<file path="src/rtl/wb_byte_ram_bridge_pkg.sv">
// Shared constants and state encoding for the Wishbone-to-byte-RAM bridge.
package wb_byte_ram_bridge_pkg;

    localparam int BYTE_W     = 8;
    localparam int WORD_BYTES = 4;
    localparam int CNT_W      = 2;
    localparam int WORD_W     = BYTE_W * WORD_BYTES;

    typedef logic [2:0] state_t;

    localparam state_t ST_IDLE  = 3'd0;
    localparam state_t ST_WRITE = 3'd1;
    localparam state_t ST_READ  = 3'd2;
    localparam state_t ST_DRAIN = 3'd3;
    localparam state_t ST_ACK   = 3'd4;

endpackage

</file>
<file path="src/rtl/wb_byte_ram_bridge.sv">
// Wishbone classic slave: each 32-bit word access becomes four byte
// accesses on an 8-bit dual-port RAM with 1-cycle read latency.
module wb_byte_ram_bridge
    import wb_byte_ram_bridge_pkg::*;
#(
    parameter int aw = 10
) (
    input  logic              clk,
    input  logic              reset,
    input  logic [aw-3:0]     i_wb_adr,
    input  logic [WORD_W-1:0] i_wb_dat,
    input  logic [3:0]        i_wb_sel,
    input  logic              i_wb_we,
    input  logic              i_wb_stb,
    output logic [WORD_W-1:0] o_wb_rdt,
    output logic              o_wb_ack,
    output logic              o_wen,
    output logic [aw-1:0]     o_waddr,
    output logic [BYTE_W-1:0] o_wdata,
    output logic [aw-1:0]     o_raddr,
    input  logic [BYTE_W-1:0] i_rdata
);

    state_t                  r_state;
    logic [CNT_W-1:0]        r_cnt;
    logic [CNT_W-1:0]        r_cnt_d;
    logic                    r_cap;
    logic                    r_ack;
    logic [aw-3:0]           r_adr;
    logic [WORD_W-1:0]       r_dat;
    logic [WORD_BYTES-1:0]   r_sel;
    logic                    r_we;
    logic [WORD_W-1:0]       r_rdt;

    logic                    w_accept;
    logic [aw-1:0]           w_baddr;

    assign w_accept = (r_state == ST_IDLE) && i_wb_stb && !r_ack;
    assign w_baddr  = {r_adr, r_cnt};

    // RAM side is decoded from registers only; no path from the bus inputs
    assign o_waddr  = w_baddr;
    assign o_raddr  = w_baddr;
    assign o_wdata  = r_dat[{r_cnt, 3'b000} +: BYTE_W];
    assign o_wen    = (r_state == ST_WRITE) && r_we && r_sel[r_cnt];
    assign o_wb_ack = r_ack;
    assign o_wb_rdt = r_rdt;

    always_ff @(posedge clk or posedge reset) begin
        if (reset) begin
            r_state <= ST_IDLE;
            r_cnt   <= '0;
            r_cnt_d <= '0;
            r_cap   <= 1'b0;
            r_ack   <= 1'b0;
        end else begin
            r_ack   <= 1'b0;
            // read data lags its address by one cycle
            r_cap   <= (r_state == ST_READ);
            r_cnt_d <= r_cnt;
            unique case (r_state)
                ST_IDLE: begin
                    if (w_accept) begin
                        r_cnt   <= '0;
                        r_state <= i_wb_we ? ST_WRITE : ST_READ;
                    end
                end
                ST_WRITE: begin
                    r_cnt <= r_cnt + 2'd1;
                    if (r_cnt == 2'd3) begin
                        r_state <= ST_ACK;
                    end
                end
                ST_READ: begin
                    r_cnt <= r_cnt + 2'd1;
                    if (r_cnt == 2'd3) begin
                        r_state <= ST_DRAIN;
                    end
                end
                ST_DRAIN: begin
                    r_state <= ST_ACK;
                end
                ST_ACK: begin
                    r_ack   <= 1'b1;
                    r_state <= ST_IDLE;
                end
                default: begin
                    r_state <= ST_IDLE;
                end
            endcase
        end
    end

    always_ff @(posedge clk or posedge reset) begin
        if (reset) begin
            r_adr <= '0;
            r_dat <= '0;
            r_sel <= '0;
            r_we  <= 1'b0;
            r_rdt <= '0;
        end else begin
            if (w_accept) begin
                r_adr <= i_wb_adr;
                r_dat <= i_wb_dat;
                r_sel <= i_wb_sel;
                r_we  <= i_wb_we;
            end
            if (r_cap) begin
                r_rdt[{r_cnt_d, 3'b000} +: BYTE_W] <= i_rdata;
            end
        end
    end

endmodule

</file>
<file path="config.mk">
export PLATFORM = sky130hd
export DESIGN_NAME = wb_byte_ram_bridge
export DESIGN_NICKNAME = d
export VERILOG_FILES = /design/src/rtl/wb_byte_ram_bridge_pkg.sv /design/src/rtl/wb_byte_ram_bridge.sv
export SDC_FILE = /design/constraint.sdc
export NUM_CORES = 1
export LEC_CHECK = 0
export ABC_AREA = 0
export CAP_MARGIN = 20
export CORE_MARGIN = 3
export CORE_UTILIZATION = 42
export CTS_CLUSTER_DIAMETER = 200
export DETAILED_ROUTE_END_ITERATION = 6
export HOLD_SLACK_MARGIN = 0.06
export PLACE_DENSITY = 0.77
export SLEW_MARGIN = 40
export SYNTH_ARGS = -nofsm -noshare
export SYNTH_HDL_FRONTEND = slang
export SYNTH_SLANG_ARGS = --single-unit
</file>
<file path="constraint.sdc">
create_clock -name clk -period 2.6 [get_ports clk]
set_clock_uncertainty 0.2 [all_clocks]
set_input_delay 0.39 -clock clk [delete_from_list [all_inputs] [get_ports clk]]
set_output_delay 0.39 -clock clk [all_outputs]
set_load 0.02 [all_outputs]
</file>
Word level (Yosys, flattened, before mapping)
Index checks and enable logic that the tools add are counted.
W data, S select, Z words.
{ "op_classes": {"magnitude_cmp": 1, "n_eq_ne": 8, "shift": 3, "addsub": 2, "n_reduce_logical": 10, "muxes": 11} }
{ "ops": {"columns": ["operator", "count"], "rows": [
  ["$bwmux W32", 1],
  ["$shift A8 B7 Y32 const A", 1],
  ["$shiftx A32 B6 Y8", 1],
  ["$shiftx A8 B7 Y32", 1],
  ["$pmux W3 S4", 1],
  ["$mux W3", 3],
  ["$neg A5 Y7", 1],
  ["$eq A3 B2 Y1 const B", 2],
  ["$logic_and A1 B1 Y1", 4],
  ["$mux W2", 2],
  ["$ne A2 B1 Y1 const B", 2],
  ["$pmux W2 S2", 1],
  ["$eq A3 B1 Y1 const B", 1],
  ["$eq A3 B3 Y1 const B", 1],
  ["$logic_not A3 Y1", 1],
  ["$lt A2 B3 Y1 const B", 1],
  ["$reduce_and A3 Y1", 1],
  ["$add A2 B1 Y2 const B", 1],
  ["$bmux W1 S2", 1],
  ["$eq A2 B2 Y1 const B", 1],
  ["$mux W1", 2],
  ["$ne A2 B2 Y1 const B", 1],
  ["$reduce_and A2 Y1", 1],
  ["$reduce_bool A2 Y1", 1],
  ["2 further kinds", 2]
]} }
{ "totals": {"ff_bits": 86, "out_inout_bits": 62, "elab_cells": 45} }

Logic depth before layout (Yosys ltp)
{ "depth": {"depth_word": 5, "mapped_depth": 5, "ltp_nobuf": 5} }

Worst setup path after synthesis
Ideal clock, no wire load.
{ "synth_path": {"kind": "register -> output", "startpoint": "register r_cnt[0]", "endpoint": "output port o_wdata[0]", "path_buffers": 1, "arrival_ps": 1439, "path_stages_with_launch": 3, "required_ps": 2010, "path_slack_ps": 571, "cell_sequence": "dfrtp_1 > buf_2 > mux4_2"} }
{ "synth_between": {"elab_chain_cells": 1} }
{ "synth_rtl": {"columns": ["item", "line", "rtl"], "rows": [
  ["from (decl)", "wb_byte_ram_bridge.sv:25", "logic [CNT_W-1:0] r_cnt;"],
  ["from (signal assigned)", "wb_byte_ram_bridge.sv:69", "r_cnt <= r_cnt + 2'd1;"],
  ["from (signal assigned)", "wb_byte_ram_bridge.sv:75", "r_cnt <= r_cnt + 2'd1;"],
  ["$shiftx A32 B6 Y8", "wb_byte_ram_bridge.sv:44", "assign o_wdata = r_dat[{r_cnt, 3'b000} +: BYTE_W];"],
  ["to (decl)", "wb_byte_ram_bridge.sv:19", "output logic [BYTE_W-1:0] o_wdata,"]
]} }
Every way passes these cells.

Final worst setup path
{ "layout_path": {"startpoint": "register r_cnt[0]", "endpoint": "output port o_wdata[4]"} }
The elaborated chain is that of the path after synthesis.

==> impl_metrics.tcl <==
set metrics [dict create \
    reg2reg_setup_slack_ns 0.33 \
    placed_cell_area_um2 4920 \
    numPortBuffers 117 \
    clock_latency_ns 0.35 \
    coreArea_um2 8340 \
    fmax_ghz 0.418 \
    ys.flop_type "dfrtp_1" \
    rsz0062_at_grt "false" \
    synth_area_leaders "dfrtp_1 59%, mux2_2 13%, a22o_1 7.7%, mux4_2 5.5%, nor4_4 2.3%" \
    clockRootBuffer "clkbuf_8" \
    synth_top_cells_by_count "86 x dfrtp_1, 43 x mux2_2, 32 x a22o_1" \
    area.growth.synth_to_final_pct 40.4 \
    antenna_found_initial 0 \
    avgViaCountPerCell 5.31 \
    yosysSeqAreaShare_pct 58.8 \
    diodes 0 \
    clk_pin_slew_ns 0.09 \
    num_rows 33 \
    gp_congestion 0.721 \
    ys_types 30 \
    cts_buffers 9 \
    fin_crit_ns 2.39 \
    cap_violations 0 \
    dieWidth_um 99.3 \
    worstMarginPinSlew_ns 0.522 \
    synth_area_um2 3660 \
    crit_type "reg2out" \
    cts_setup_buffers 0 \
    startpoint_type "flip-flop" \
    clock_sinks 86 \
    endpoint_kind "output pin" \
    finalCritPeriodShare_pct 92.1 \
    p_per_area_nw_per_um2 1370 \
    dp.cells 446 \
    finalSetupViolations 0 \
    finalMaxSlewViolations 0 \
    async_reset_ff_share_pct 100 \
    final_layout_size_suffix_gt1_share_pct 23.2 \
    ys_warn_count 0 \
    htree_levels 3 \
    endpoint "o_wdata[4]" \
    crit_fanout 14 \
    grt_usage_pct 17.4 \
    die_h_um 99.3 \
    yosysTopAreaCell "dfrtp_1" \
    first_pass_iters 4 \
    clock_path_buffers 2 \
    num_vias 2454 \
    reg2regPathDepth 5 \
    final_area_um2 5140 \
    ir_worst_vdd_mv 0.749 \
    die-area_um2 9860 \
    synth_top_cell_area_share_pct 58.8 \
    netlist_instances 235 \
    final_hold_viol_count 0 \
    nets 414 \
    min_path_type "in2async" \
    p_leak_uw 0.00217 \
    num_io_pins 118 \
    startpoint "r_cnt[0]" \
    grt_pass1_vias 2565 \
    yosysMostFrequentCell "dfrtp_1" \
    stdcell_count 462 \
    postCtsHoldBufs 0 \
    syn-num-nets 297 \
    syn_avg_cell_area_um2 15.6 \
    grt_start_max_net_pins 87 \
    slew-limit-headroom_pct 64.9 \
    cts_tree "built" \
    grt_pass1_wl_mm 13.5 \
    status "completed" \
    grt-ovfl-total 0 \
    wire_per_inst_um 17.8 \
    wl_mm 8.23 \
    drc 0 \
    drtAntennaViolNets 0 \
    fin_setup_tns_ns 0 \
    critical_path_required_ns 2.01 \
    drtIter0Drc 69 \
    r2r_end "o_wb_rdt[19]" \
    dp_hpwl_mm 5.98 \
    start_util_pct 43.8 \
    synth_edf_count 0 \
    ys_ff_latch 86 \
    worst_ep_arrival_time_ns 1.80 \
    timing.rr.start "r_cnt_d[0]" \
]
[layout by cell type (no fill, tap or decap), types with 5 or more instances in the layout]
master / Yosys / layout
nand2_1: 5 / 5
a22o_1: 32 / 32
dlygate4sd2_1: 0 / 9
clkdlybuf4s50_1: 0 / 108
buf_4: 10 / 5
mux4_2: 9 / 9
dfrtp_1: 86 / 86
mux2_2: 43 / 43
ha_1: 6 / 6
clkbuf_8: 0 / 9
[metrics by stage]
step                      util (%)  setup slack [ns]  power [uW]  hold slack [ns]
after global routing          61.6             0.115        7460            0.329
after CTS                     61.6             0.162        7130            0.291
after global placement        59.0             0.373        6030            0.262
final                         61.6             0.205        7030            0.285
after detailed placement      59.0             0.342        6150            0.271
after floorplan                  -             0.571        4700            0.252
[metal layers]
metal	vias up	track usage (%)	wire, um
met2	111	27.3	3760
met4	0	5.57	123
met5	-	0	0
met3	14	6.10	797
li1	1103	-	-
met1	1226	22.8	3540
[flip-flops by register name (all words and copies together), names as in the netlist]
signal    count
o_wb_rdt     32
r_dat        32
r_adr         8
r_sel         4
r_state       3
r_cnt         2
r_cnt_d       2
o_wb_ack      1
r_cap         1
r_we          1
[final cells by class]
| class | instances | area (um2) |
|---|---|---|
| inverters | 5 | 22.5 |
| fillers | 666 | 3200 |
| repair buffers | 125 | 1260 |
| clock buffers | 9 | 124 |
| multi-input cells | 125 | 1350 |
| well taps | 105 | 131 |
| clock inverters | 7 | 103 |
| flip-flops and latches | 86 | 2150 |
[power breakdown]
part | internal [uW] | switching (uW) | leakage (uW)
clock network | 553 | 502 | 0.000111
registers | 2010 | 436 | 0.00108
logic | 1910 | 1620 | 0.000973
[logic make-up (layout without fill, tap and decap cells)]
| family | Yosys count | count (layout) | share of synthesized area (%) |
|---|---|---|---|
| AOI/OAI and AO/OA | 41 | 41 | 9.41 |
| xor gates and xnor gates | 1 | 1 | 0.240 |
| adders and majority gates | 6 | 6 | 2.05 |
| buffers and inverters | 24 | 146 | 4.34 |
| DFF | 86 | 86 | 58.8 |
| muxes | 55 | 55 | 19.7 |
| and+or+nand+nor | 22 | 22 | 5.41 |
[critical path: stages, from the launching register on]
cell,delay [ns]
dfrtp_1,0.42
buf_12,0.18
mux4_2,0.51
dlygate4sd2_1,0.34
[worst min-delay path by stage]
stage,cells after the start,startpoint,endpoint
after floorplan,1,r_dat[22],r_dat[22]
after global placement,1,r_dat[23],r_dat[23]
after detailed placement,1,r_dat[23],r_dat[23]
after CTS,1,r_dat[23],r_dat[23]
after global routing,1,r_dat[10],r_dat[10]
final,3,reset,r_adr[4]
[what timing repair did]
action,CTS,global route
endpoints found under the setup margin,9,0
gates resized for setup,9,0
endpoints found under the hold margin,0,0
No activity file was read; power rests on OpenSTA's default activity.
